==> src/rtl/i2c_word_reader_pkg.sv <==
// i2c_word_reader_pkg: FSM states, R/W bit constants and counter widths shared by the I2C reader.
package i2c_word_reader_pkg;
  // Enum order is the bus sequence; the FSM advances by incrementing the state.
  typedef enum logic [3:0] {
    ST_IDLE, ST_START, ST_WR_ADDR, ST_WR_REG, ST_RESTART, ST_RD_ADDR, ST_RD_HI, ST_RD_LO, ST_STOP
  } state_e;
  localparam logic RW_W = 1'b0;
  localparam logic RW_R = 1'b1;
  localparam int QW = 2;
  localparam int BW = 4;
  function automatic logic is_tx(state_e s);
    return s inside {ST_WR_ADDR, ST_WR_REG, ST_RD_ADDR};
  endfunction
  function automatic logic is_rx(state_e s);
    return s inside {ST_RD_HI, ST_RD_LO};
  endfunction
endpackage

==> src/rtl/i2c_word_reader_tick_gen.sv <==
// i2c_word_reader_tick_gen: CLK_DIV prescaler emitting a quarter-period strobe and quarter index.
module i2c_word_reader_tick_gen
  import i2c_word_reader_pkg::*;
#(
  parameter int CLK_DIV = 250
) (
  input  logic          clk,
  input  logic          reset,
  input  logic          en,
  input  logic          clr,
  output logic          stb,
  output logic [QW-1:0] qidx
);
  localparam int CW = $clog2(CLK_DIV);
  logic [CW-1:0] cnt_q, cnt_d;
  logic [QW-1:0] q_q, q_d;
  always_comb begin
    stb   = en && cnt_q == CW'(CLK_DIV - 1);
    cnt_d = (clr || stb) ? '0 : en ? cnt_q + 1'b1 : cnt_q;
    q_d   = clr ? '0 : stb ? q_q + 1'b1 : q_q;
  end
  always_ff @(posedge clk or negedge reset) begin
    if (!reset) begin
      cnt_q <= '0;
      q_q   <= '0;
    end else begin
      cnt_q <= cnt_d;
      q_q   <= q_d;
    end
  end
  assign qidx = q_q;
endmodule

==> src/rtl/i2c_word_reader.sv <==
// i2c_word_reader: I2C master reading one 16-bit big-endian register from a fixed slave.
// Define I2C_CLK_STRETCH_EN to let a slave stretch SCL during the high phase.
module i2c_word_reader
  import i2c_word_reader_pkg::*;
#(
  parameter int         CLK_DIV  = 250,
  parameter logic [6:0] DEV_ADDR = 7'h48
) (
  input  logic        clk,
  input  logic        reset,
  input  logic        start,
  input  logic [7:0]  reg_addr,
  input  logic        sda_in,
  input  logic        scl_in,
  output logic        scl_oe,
  output logic        sda_oe,
  output logic [15:0] data,
  output logic        data_valid,
  output logic        busy,
  output logic        ack_err
);
  state_e          state_q, state_d;
  logic [BW-1:0]   bit_q, bit_d;
  logic [7:0]      reg_q, reg_d, tx_byte;
  logic [15:0]     rx_q, rx_d, data_q, data_d;
  logic            dv_q, dv_d, err_q, err_d;
  logic [1:0]      sda_s_q;
  logic [QW-1:0]   q;
  logic            stb, hold, sample, bit_end, last, tx_bit, sda_s;

`ifdef I2C_CLK_STRETCH_EN
  logic [1:0] scl_s_q;
  always_ff @(posedge clk or negedge reset) begin
    if (!reset) scl_s_q <= 2'b11;
    else scl_s_q <= {scl_s_q[0], scl_in};
  end
  assign hold = q == 2'd1 && !scl_s_q[1];
`else
  logic unused_scl;
  assign unused_scl = scl_in;
  assign hold = 1'b0;
`endif

  i2c_word_reader_tick_gen #(.CLK_DIV(CLK_DIV)) u_tick (
    .clk  (clk),
    .reset(reset),
    .en   (busy && !hold),
    .clr  (!busy),
    .stb  (stb),
    .qidx (q)
  );

  assign busy    = state_q != ST_IDLE;
  assign sda_s   = sda_s_q[1];
  assign sample  = stb && q == 2'd2;
  assign bit_end = stb && q == 2'd3;
  assign last    = bit_q == BW'(8);
  assign tx_byte = state_q == ST_WR_ADDR ? {DEV_ADDR, RW_W} : state_q == ST_WR_REG ? reg_q : {DEV_ADDR, RW_R};
  assign tx_bit  = tx_byte[~bit_q[2:0]];

  always_comb begin
    scl_oe = state_q == ST_IDLE ? 1'b0 : state_q == ST_START ? q == 2'd3 :
             state_q == ST_STOP ? q == 2'd0 : (q == 2'd0 || q == 2'd3);
    sda_oe = state_q inside {ST_START, ST_RESTART} ? q[1] : state_q == ST_STOP ? !q[1] :
             is_tx(state_q) ? !last && !tx_bit : state_q == ST_RD_HI && last;
  end

  always_comb begin
    state_d = state_q;
    bit_d   = bit_q;
    reg_d   = reg_q;
    rx_d    = rx_q;
    data_d  = data_q;
    dv_d    = 1'b0;
    err_d   = err_q;
    if (state_q == ST_IDLE && start) begin
      state_d = ST_START;
      bit_d   = '0;
      reg_d   = reg_addr;
      err_d   = 1'b0;
    end
    if (sample && last && is_tx(state_q) && sda_s) err_d = 1'b1;
    if (sample && !last && is_rx(state_q)) rx_d = {rx_q[14:0], sda_s};
    if (bit_end) begin
      bit_d = bit_q + 1'b1;
      if (last || !(is_tx(state_q) || is_rx(state_q))) begin
        bit_d   = '0;
        state_d = state_q == ST_STOP ? ST_IDLE : err_q ? ST_STOP : state_e'(state_q + 4'd1);
      end
      if (state_q == ST_STOP) begin
        dv_d   = !err_q;
        data_d = err_q ? data_q : rx_q;
      end
    end
  end

  always_ff @(posedge clk or negedge reset) begin
    if (!reset) begin
      state_q <= ST_IDLE;
      bit_q   <= '0;
      reg_q   <= '0;
      rx_q    <= '0;
      data_q  <= '0;
      dv_q    <= 1'b0;
      err_q   <= 1'b0;
      sda_s_q <= 2'b11;
    end else begin
      state_q <= state_d;
      bit_q   <= bit_d;
      reg_q   <= reg_d;
      rx_q    <= rx_d;
      data_q  <= data_d;
      dv_q    <= dv_d;
      err_q   <= err_d;
      sda_s_q <= {sda_s_q[0], sda_in};
    end
  end

  assign data       = data_q;
  assign data_valid = dv_q;
  assign ack_err    = err_q;
endmodule

==> config.mk <==
export PLATFORM = sky130hd
export DESIGN_NAME = i2c_word_reader
export DESIGN_NICKNAME = d
export VERILOG_FILES = /design/src/rtl/i2c_word_reader_pkg.sv /design/src/rtl/i2c_word_reader_tick_gen.sv /design/src/rtl/i2c_word_reader.sv
export SDC_FILE = /design/constraint.sdc
export NUM_CORES = 1
export LEC_CHECK = 0
export ABC_AREA = 1
export CORE_MARGIN = 2
export CORE_UTILIZATION = 55
export DETAILED_ROUTE_END_ITERATION = 16
export PLACE_DENSITY = 0.88
export SETUP_SLACK_MARGIN = 0.4
export SYNTH_ARGS = -nofsm -noshare
export SYNTH_HDL_FRONTEND = slang
export SYNTH_SLANG_ARGS = --single-unit
export TNS_END_PERCENT = 30
==> constraint.sdc <==
create_clock -name clk -period 5.45 [get_ports clk]
set_input_delay 0.8175 -clock clk [delete_from_list [all_inputs] [get_ports clk]]
set_output_delay 0.8175 -clock clk [all_outputs]
set_load 0.02 [all_outputs]
==> results of run 1 <==
[metrics by stage]
| step | hold WS, ps | instances | area (um^2) |
|---|---|---|---|
| 2_1_floorplan | 345 | 343 | 3180 |
| 3_3_place_gp | 356 | 440 | 3510 |
| 3_5_place_dp | 355 | 440 | 3510 |
| 4_1_cts | 364 | 456 | 3750 |
| 5_1_grt | 364 | 456 | 3750 |
| 6_report | 362 | 456 | 3750 |
[where the power goes]
group | switching, mW | internal [mW] | total [mW]
clock | 0.196 | 0.306 | 0.502
combinational | 0.00919 | 0.00688 | 0.0161
sequential | 0.000337 | 0.461 | 0.461
total | 0.206 | 0.774 | 0.980
[sequential cells by signal (all words and copies together) (netlist names), 2 cells and up]
| name | cells |
|---|---|
| data | 16 |
| sda_s_q | 2 |
| u_tick.qidx | 2 |
| bit_q | 4 |
| state_q | 4 |
| reg_q | 8 |
| u_tick.cnt_q | 8 |
| rx_q | 16 |
[cells in the final DEF, fill, tap and decap left out, drive strengths merged, types with 3 or more instances in the layout]
cell / instances
o21ai: 44
inv: 46
or2: 3
clkdlybuf4s50: 31
nor3: 3
bufinv: 3
ha: 11
dfrtp: 60
clkbuf: 9
nand2: 108
nand4: 3
nor2: 22
a21oi: 6
nand3: 15
[worst max-delay path, stage by stage (launching register included)]
cell and delay (ps):
dfrtp_1 420, inv_1 130, ha_1 260, inv_1 100, nor3_4 290, inv_1 140, nand2_1 90, o21ai_0 80
a211oi_1 290, clkdlybuf4s50_1 670
[kinds of logic after synthesis]
group | share of synthesized area [%]
AND/OR/NAND/NOR | 24.3
adder cells (fa/ha/maj) | 4.33
flip-flops | 48.9
buffers and inverters | 7.88
AO/OA/AOI/OAI | 13.5
XOR/XNOR | 1.10
[layout make-up]
cell class                 instances  area share (%)
multi-input combinational        228            36.6
clock inverter                     7            3.20
sequential                        62            41.4
timing repair buffer              33            8.60
inverter                          45            4.53
tap                               72            2.40
clock buffer                       9            3.30
[worst paths after layout]
| check | endpoint | depth (start not counted) | slack [ps] |
|---|---|---|---|
| max reg2reg | rx_q[13]$_DFFE_PN0P_ | 8 | 3370 |
| max in group asynchronous | bit_q[3]$_DFFE_PN0P_ | 2 | 4330 |
| min reg2reg | sda_s_q[1]$_DFF_PN1_ | 0 | 360 |
| max | scl_oe | 9 | 1820 |
| min | sda_s_q[1]$_DFF_PN1_ | 0 | 360 |
| min in group asynchronous | state_q[0]$_DFF_PN0_ | 2 | 610 |
[layer usage]
layer	vias up	wire length (um)	global-route usage [%]
li1	1160	-	-
met2	49	3100	34.8
met1	1127	2680	26.7
met3	16	257	5.43
met5	-	0	0
met4	0	149	10.2
==> metrics, run 1 <==
Lkg Pwr 1.78 nW; # port buffers 32; slew of the pin with the lowest slew margin 751 ps; crit path max fanout 4; r2r startpoint bit_q[0]$_DFFE_PN0P_; Skew-Pair Late Insertion Delay 350 ps; DP Worst Slack 2300 ps; Remaining Overflow, GRT 0; number of synthesized flops with an enable pin 0; Main synth FF type dfrtp_1; Tot GR Track Use 21.4%; Post-Syn Nets 367; layout cells sized above 1 22.1%; CTS clk-pin slew, worst paths 70 ps; Hold Vio Cnt, Final 0; I/O pin count 34; Netlist cell types 37; status complete, no violations; core area 0.00554 mm^2; Critical Path Start state_q[0]$_DFF_PN0_; Final setup violation count 0; Yosys Warn Count 0; Hold Crit Class register to register; post-route DRC violation count 0; RSZ-0062 raised after global routing false; post-synthesis sequential area ratio 48.9%; Syn Area/Cell 9.26 um^2; Synth Register Bits 62; area of the multi-input gates 0.00137 mm^2; drt wl/cell 13.6 um; Peak VDD IR 0.201 mV; CTS Hold Bufs 0; Num CTS Buffers 9; worst hold start sda_s_q[0]$_DFF_PN1_; top-count cell post-synth nand2_1; Post-DRT Antenna Nets 0; Site Rows 27; number of global-route vias before repair 2308; worst clock skew 11.0 ps; cells after synthesis 343; kind of end point of the critical path output pin; Setup WS post-layout 1820 ps; largest net degree at the start of global routing 63; setup TNS 0 ps; starting density of the core 57.3%; CTS root buffer clkbuf_8; DIE AREA 0.00640 mm^2; final WL 6180 um; top cells by area, synth dfrtp_1 47%, nand2_1 11%, o21ai_2 8.5%; Max Freq 0.275 GHz; H-tree depth 3; vias 2352; post-synthesis cell area 0.00318 mm^2; Synth top cells by count 95 x nand2_1, 60 x dfrtp_1, 38 x inv_1; CP startpoint kind register; fin crit share 66.6%; Finished Core Util 67.8%; Vias/cell 5.16; Die H 80 um; clk buf depth 2; CTS Sinks 62; Slew HR 49.9%; post-CTS setup buffers 0; initial antenna violation count 0; CTS tree done; PwrDens 261 mW/mm^2; Critical Path AT 2810 ps; kind of critical path register to output pin; post-synthesis async set-or-reset flop share 100%; final period demand of the worst path 3630 ps; PnR Total Power 980 uW; max-cap viol count 0; DRT Pass-1 Iters 4; die extent in x 80 um; routability cong. 0.885; Slew Viols, Final 0; Diodes inserted 0; Yosys top cell by area dfrtp_1; hpwl dp 4090 um; WP data required 4630 ps; share of the synthesized area in the top cell type 47.3%; post_cts resized 0; Reg area 0.00155 mm^2; Area growth syn-to-layout 18.2%; first-pass GRT wire length 10400 um; Layout Nets 403; Starting DRT DRC Count 172; fillers 432
Note: power is estimated with default switching activity, not from simulation.
==> run 2: changes to the inputs <==
clock period = 3.7 ns   (was 5.45 ns; I/O delays follow)
==> metrics, run 2 (synthesis results as in run 1) <==
number of global-route vias before repair 2266 (was 2308); CTS tree done (unchanged); I/O pin count 34 (unchanged); Critical Path AT 2430 ps (was 2810 ps); Slew HR 40.7% (was 49.9%); initial antenna violation count 0 (unchanged); vias 2278 (was 2352); first-pass GRT wire length 9920 um (was 10400 um); Area growth syn-to-layout 16.7% (was 18.2%); hpwl dp 3920 um (was 4090 um); DIE AREA 0.00640 mm^2 (unchanged); Slew Viols, Final 0 (unchanged); kind of critical path register to output pin (unchanged); WHS 341 ps (was 362 ps); Max Freq 0.335 GHz; kind of end point of the critical path output pin (unchanged); worst clock skew 5.89 ps (was 11.0 ps); DRT Pass-1 Iters 4 (unchanged); layout cells sized above 1 22.1% (unchanged); Layout Nets 403 (unchanged); Hold Vio Cnt, Final 0 (unchanged); CP startpoint kind register (unchanged); Diodes inserted 0 (unchanged); PnR Total Power 1.30 mW (was 980 uW); largest net degree at the start of global routing 42 (was 63); Vias/cell 5.00 (was 5.16); H-tree depth 3 (unchanged); # port buffers 32 (unchanged); Post-DRT Antenna Nets 0 (unchanged); post-route DRC violation count 0 (unchanged); Tot GR Track Use 20.3% (was 21.4%); core area 0.00554 mm^2 (unchanged); max-cap viol count 0 (unchanged); Placed Instances 440 (unchanged); most frequent cells in the layout 95 x nand2_1, 60 x dfrtp_1, 38 x inv_1, 31 x o21ai_2, 29 x clkdlybuf4s50_1 (was 95 x nand2_1, 60 x dfrtp_1, 38 x inv_1, 31 x o21ai_2, 31 x clkdlybuf4s50_1); Hold Crit Class input port to asynchronous set/reset pin (was register to register); routing usage on met3 4.07% (was 5.43%); GRT met1 Usage 27.2% (was 26.7%); CTS clk-pin slew, worst paths 70 ps (about the same); setup TNS 0 ps (unchanged); Skew-Pair Late Insertion Delay 340 ps (was 350 ps); routability cong. 0.887 (was 0.885); status complete, no violations (unchanged); Site Rows 27 (unchanged); starting density of the core 57.3% (unchanged); Peak VDD IR 0.266 mV (was 0.201 mV); Die H 80 um (unchanged); Final setup violation count 0 (unchanged); drt wl/cell 12.6 um (was 13.6 um); Remaining Overflow, GRT 0 (unchanged); final WL 5730 um (was 6180 um); DP Worst Slack 781 ps (was 2300 ps); Cell Count, Final, Fillers Out 456 (unchanged); post-CTS setup buffers 0 (unchanged); clk buf depth 2 (unchanged); busiest layer in global routing met2 (unchanged); CTS root buffer clkbuf_8 (unchanged); final period demand of the worst path 2990 ps; die extent in x 80 um (unchanged); PwrDens 349 mW/mm^2 (was 261 mW/mm^2); slew of the pin with the lowest slew margin 889 ps (was 751 ps); Lkg Pwr 1.78 nW (about the same); Num CTS Buffers 9 (unchanged); M2 GR Usage 30.3% (was 34.8%); crit path max fanout 4 (unchanged); RSZ-0062 raised after global routing false (unchanged); WP data required 3140 ps (was 4630 ps); CTS Sinks 62 (unchanged); fin crit share 80.7%; Setup WS post-layout 713 ps (was 1820 ps); Starting DRT DRC Count 180 (was 172); commonest non-fill, non-tap cell in the layout nand2_1 (unchanged)
-- run 2: changes by cell type in the layout (fill, tap and decap cells not counted), sizes merged --
| cell | previous run | this run |
|---|---|---|
| clkinv | 2 | 5 |
| bufinv | 3 | 1 |
| clkdlybuf4s50 | 31 | 29 |
| dlygate4sd2 | 0 | 1 |
| dlymetal6s2s | 0 | 1 |
| inv | 46 | 45 |
-- run 2: critical path, cell delays in order (launching register included) --
cell           delay, ps
dfrtp_1              410
inv_1                130
ha_1                 260
inv_1                100
nor3_4               300
inv_1                130
nand2_1               70
o21ai_0               70
a211oi_1             250
dlygate4sd2_1        370
-- run 2: layout make-up --
class	instances	area (um^2)
Fill cell	441	1830
Sequential cell	62	1550
Multi-Input combinational cell	228	1370
Timing Repair Buffer	33	324
Inverter	45	170
Clock buffer	9	124
Tap cell	72	90.1
Clock inverter	7	73.8
-- run 2: what timing repair did --
action                                  CTS  global route
endpoints found under the setup margin    1             1
gates resized for setup                   1             1
cloned                                    0             0
hold buffers                              0             0
-- run 2: worst paths after layout --
check,start,endpoint,slack [ps],depth (start not counted)
max,state_q[0]$_DFF_PN0_,scl_oe,710,9
min,reset,state_q[1]$_DFF_PN0_,340,1
max reg2reg,bit_q[0]$_DFFE_PN0P_,rx_q[13]$_DFFE_PN0P_,1610,8
min reg2reg,sda_s_q[0]$_DFF_PN1_,sda_s_q[1]$_DFF_PN1_,350,0
max in group asynchronous,reset,rx_q[8]$_DFFE_PN0P_,2530,2
min in group clk,sda_s_q[0]$_DFF_PN1_,sda_s_q[1]$_DFF_PN1_,350,0
-- run 2: power breakdown --
part           internal, mW  switching (mW)
clock network         0.313           0.279
logic                0.0102          0.0142
registers             0.679        0.000395
total                  1.00           0.293
-- run 2: layer usage --
metal | part of all wire [%] | vias up | wire (um)
li1 | - | 1158 | -
met1 | 48 | 1064 | 2740
met2 | 47 | 48 | 2720
met3 | 3.1 | 8 | 177
met4 | 1.6 | 0 | 92
met5 | 0 | - | 0
-- run 2: stage by stage --
stage,area (um^2),util (%)
3_3_place_gp,3510,63.3
3_5_place_dp,3510,63.3
2_1_floorplan,3180,-
6_report,3710,66.9
5_1_grt,3710,66.9
4_1_cts,3710,66.9
==> run 3: changes to the inputs <==
clock period = 3 ns   (was 3.7 ns; I/O delays follow)
==> metrics, run 3 (synthesis results as in run 1) <==
Critical Path AT 2000 ps (was 2430 ps); Critical Path Start state_q[0]$_DFF_PN0_ (unchanged); CP cell instances inv_2 > ha_4 > or2_2 > o21bai_1 > nand2_1 > inv_1 > nand2_1 > nand2_1 > nand2_1 > nand2_1 > nand2_1 > nand2_1 > buf_2 (was inv_1 > ha_1 > inv_1 > nor3_4 > inv_1 > nand2_1 > o21ai_0 > a211oi_1 > dlygate4sd2_1); CTS tree done (unchanged); WP data required 2550 ps (was 3140 ps); RSZ-0062 raised after global routing true (was false); DRT Pass-1 Iters 5 (was 4); Remaining Overflow, GRT 0 (unchanged); DIE AREA 0.00640 mm^2 (unchanged); core area 0.00554 mm^2 (unchanged); most used cell, CP nand2_1 (was inv_1); final period demand of the worst path 2450 ps; CP startpoint kind register (unchanged); PwrDens 405 mW/mm^2 (was 349 mW/mm^2); CTS Hold Bufs 0 (unchanged); PnR Total Power 1.51 mW (was 1.30 mW); CTS root buffer clkbuf_8 (unchanged); number of global-route vias before repair 2238 (was 2266); Final setup violation count 0 (unchanged); Slew HR 53.8% (was 40.7%); starting density of the core 57.3% (unchanged); Hold Crit Class input port to asynchronous set/reset pin (unchanged); routability cong. 0.852 (was 0.887); critical path's top delay family simple AND/OR/NAND/NOR gates (was buffers and inverters); max-cap viol count 0 (unchanged); final WL 5690 um (was 5730 um); layout cells sized above 1 24.7% (was 22.1%); Area growth syn-to-layout 17.2% (was 16.7%); DP Area 0.00352 mm^2 (was 0.00351 mm^2); I/O pin count 34 (unchanged); Max Freq 0.408 GHz; CP max stage delay 410 ps (about the same); Lkg Pwr 1.76 nW (was 1.78 nW); Diodes inserted 0 (unchanged); crit path max fanout 7 (was 4); # port buffers 32 (unchanged); die extent in x 80 um (unchanged); Slew Viols, Final 0 (unchanged); kind of end point of the critical path output pin (unchanged); worst clock skew 6.61 ps (was 5.89 ps); Tot GR Track Use 20.3% (about the same); Vias/cell 5.02 (was 5.00); initial antenna violation count 0 (unchanged); fin crit share 81.8%; CTS Sinks 62 (unchanged); fillers 426 (was 441); r2r startpoint bit_q[0]$_DFFE_PN0P_ (unchanged); kind of critical path register to output pin (unchanged); Num CTS Buffers 9 (unchanged); DP Worst Slack 262 ps (was 781 ps); status complete, no violations (unchanged); Hold Vio Cnt, Final 0 (unchanged); most frequent cells in the layout 95 x nand2_1, 59 x dfrtp_1, 37 x inv_1, 31 x o21ai_2, 29 x clkdlybuf4s50_1 (was 95 x nand2_1, 60 x dfrtp_1, 38 x inv_1, 31 x o21ai_2, 29 x clkdlybuf4s50_1); sum of buffers and inverters on the critical path 3 (was 4); Site Rows 27 (unchanged); H-tree depth 3 (unchanged); WHS 108 ps (was 341 ps); Reg area 0.00156 mm^2 (was 0.00155 mm^2); hpwl dp 3990 um (was 3920 um); commonest non-fill, non-tap cell in the layout nand2_1 (unchanged); drt wl/cell 12.4 um (was 12.6 um); Cell Count, Final, Fillers Out 460 (was 456); post-route DRC violation count 0 (unchanged); slew of the pin with the lowest slew margin 691 ps (was 889 ps); Die H 80 um (unchanged); setup TNS 0 ps (unchanged); Design Area, Final 0.00372 mm^2 (was 0.00371 mm^2); Placed Instances 441 (was 440); first-pass GRT wire length 10000 um (was 9920 um); Layout Nets 407 (was 403); area of the multi-input gates 0.00139 mm^2 (was 0.00137 mm^2); clk buf depth 2 (unchanged); Setup WS post-layout 547 ps (was 713 ps); CP max-delay cell dfrtp_1 (unchanged); Finished Core Util 67.2% (was 66.9%); CTS clk-pin slew, worst paths 70 ps (about the same); Starting DRT DRC Count 139 (was 180); Peak VDD IR 0.306 mV (was 0.266 mV); Skew-Pair Late Insertion Delay 340 ps (about the same); vias 2307 (was 2278); largest net degree at the start of global routing 33 (was 42); Post-DRT Antenna Nets 0 (unchanged)
==> run 3: power by group <==
| part | total [mW] | internal [mW] | switching, mW |
|---|---|---|---|
| registers | 0.839 | 0.838 | 0.000571 |
| clock network | 0.636 | 0.300 | 0.337 |
| logic | 0.0315 | 0.0134 | 0.0181 |
| total | 1.51 | 1.15 | 0.355 |
==> run 3: final timing paths <==
| check | end | slack (ps) | cells after the start |
|---|---|---|---|
| min in group clk | sda_s_q[1]$_DFF_PN1_ | 360 | 0 |
| worst max register to register | rx_q[1]$_DFFE_PN0P_ | 940 | 8 |
| worst min-delay path | state_q[2]$_DFF_PN0_ | 110 | 1 |
| worst max-delay path | sda_oe | 550 | 13 |
| worst min register to register | sda_s_q[1]$_DFF_PN1_ | 360 | 0 |
| max in group asynchronous | bit_q[0]$_DFFE_PN0P_ | 2200 | 2 |
==> run 3: final cells by class <==
cell class	instances	area share, %
multi-input cells	228	37.3
repair buffers	37	9.21
clock inverters	7	1.38
well taps	72	2.42
flip-flops and latches	62	41.8
clock buffers	9	3.33
inverters	45	4.57
==> run 3: worst register-to-register path, cell delays in order, from the launching register on <==
cell and delay, ps:
dfrtp_2 440, inv_1 180, ha_1 180, nand2_1 120
nor2_8 160, nor2_1 90, nand2_2 520, nand2_1 180
o21ai_2 110
==> run 3: repair_timing <==
item / CTS / global route
pin swaps: 1 / 0
buffers inserted: 1 / 2
gates resized for setup: 9 / 6
setup endpoints to repair: 2 / 2
==> run 3: metal layers <==
layer  up-vias  global-route usage, %  part of all wire (%)
li1       1169                      -                     -
met1      1080                   26.3                    46
met2        51                   33.0                    48
met3         7                   5.20                   4.4
met4         0                   7.63                   1.6
met5         -                      0                     0
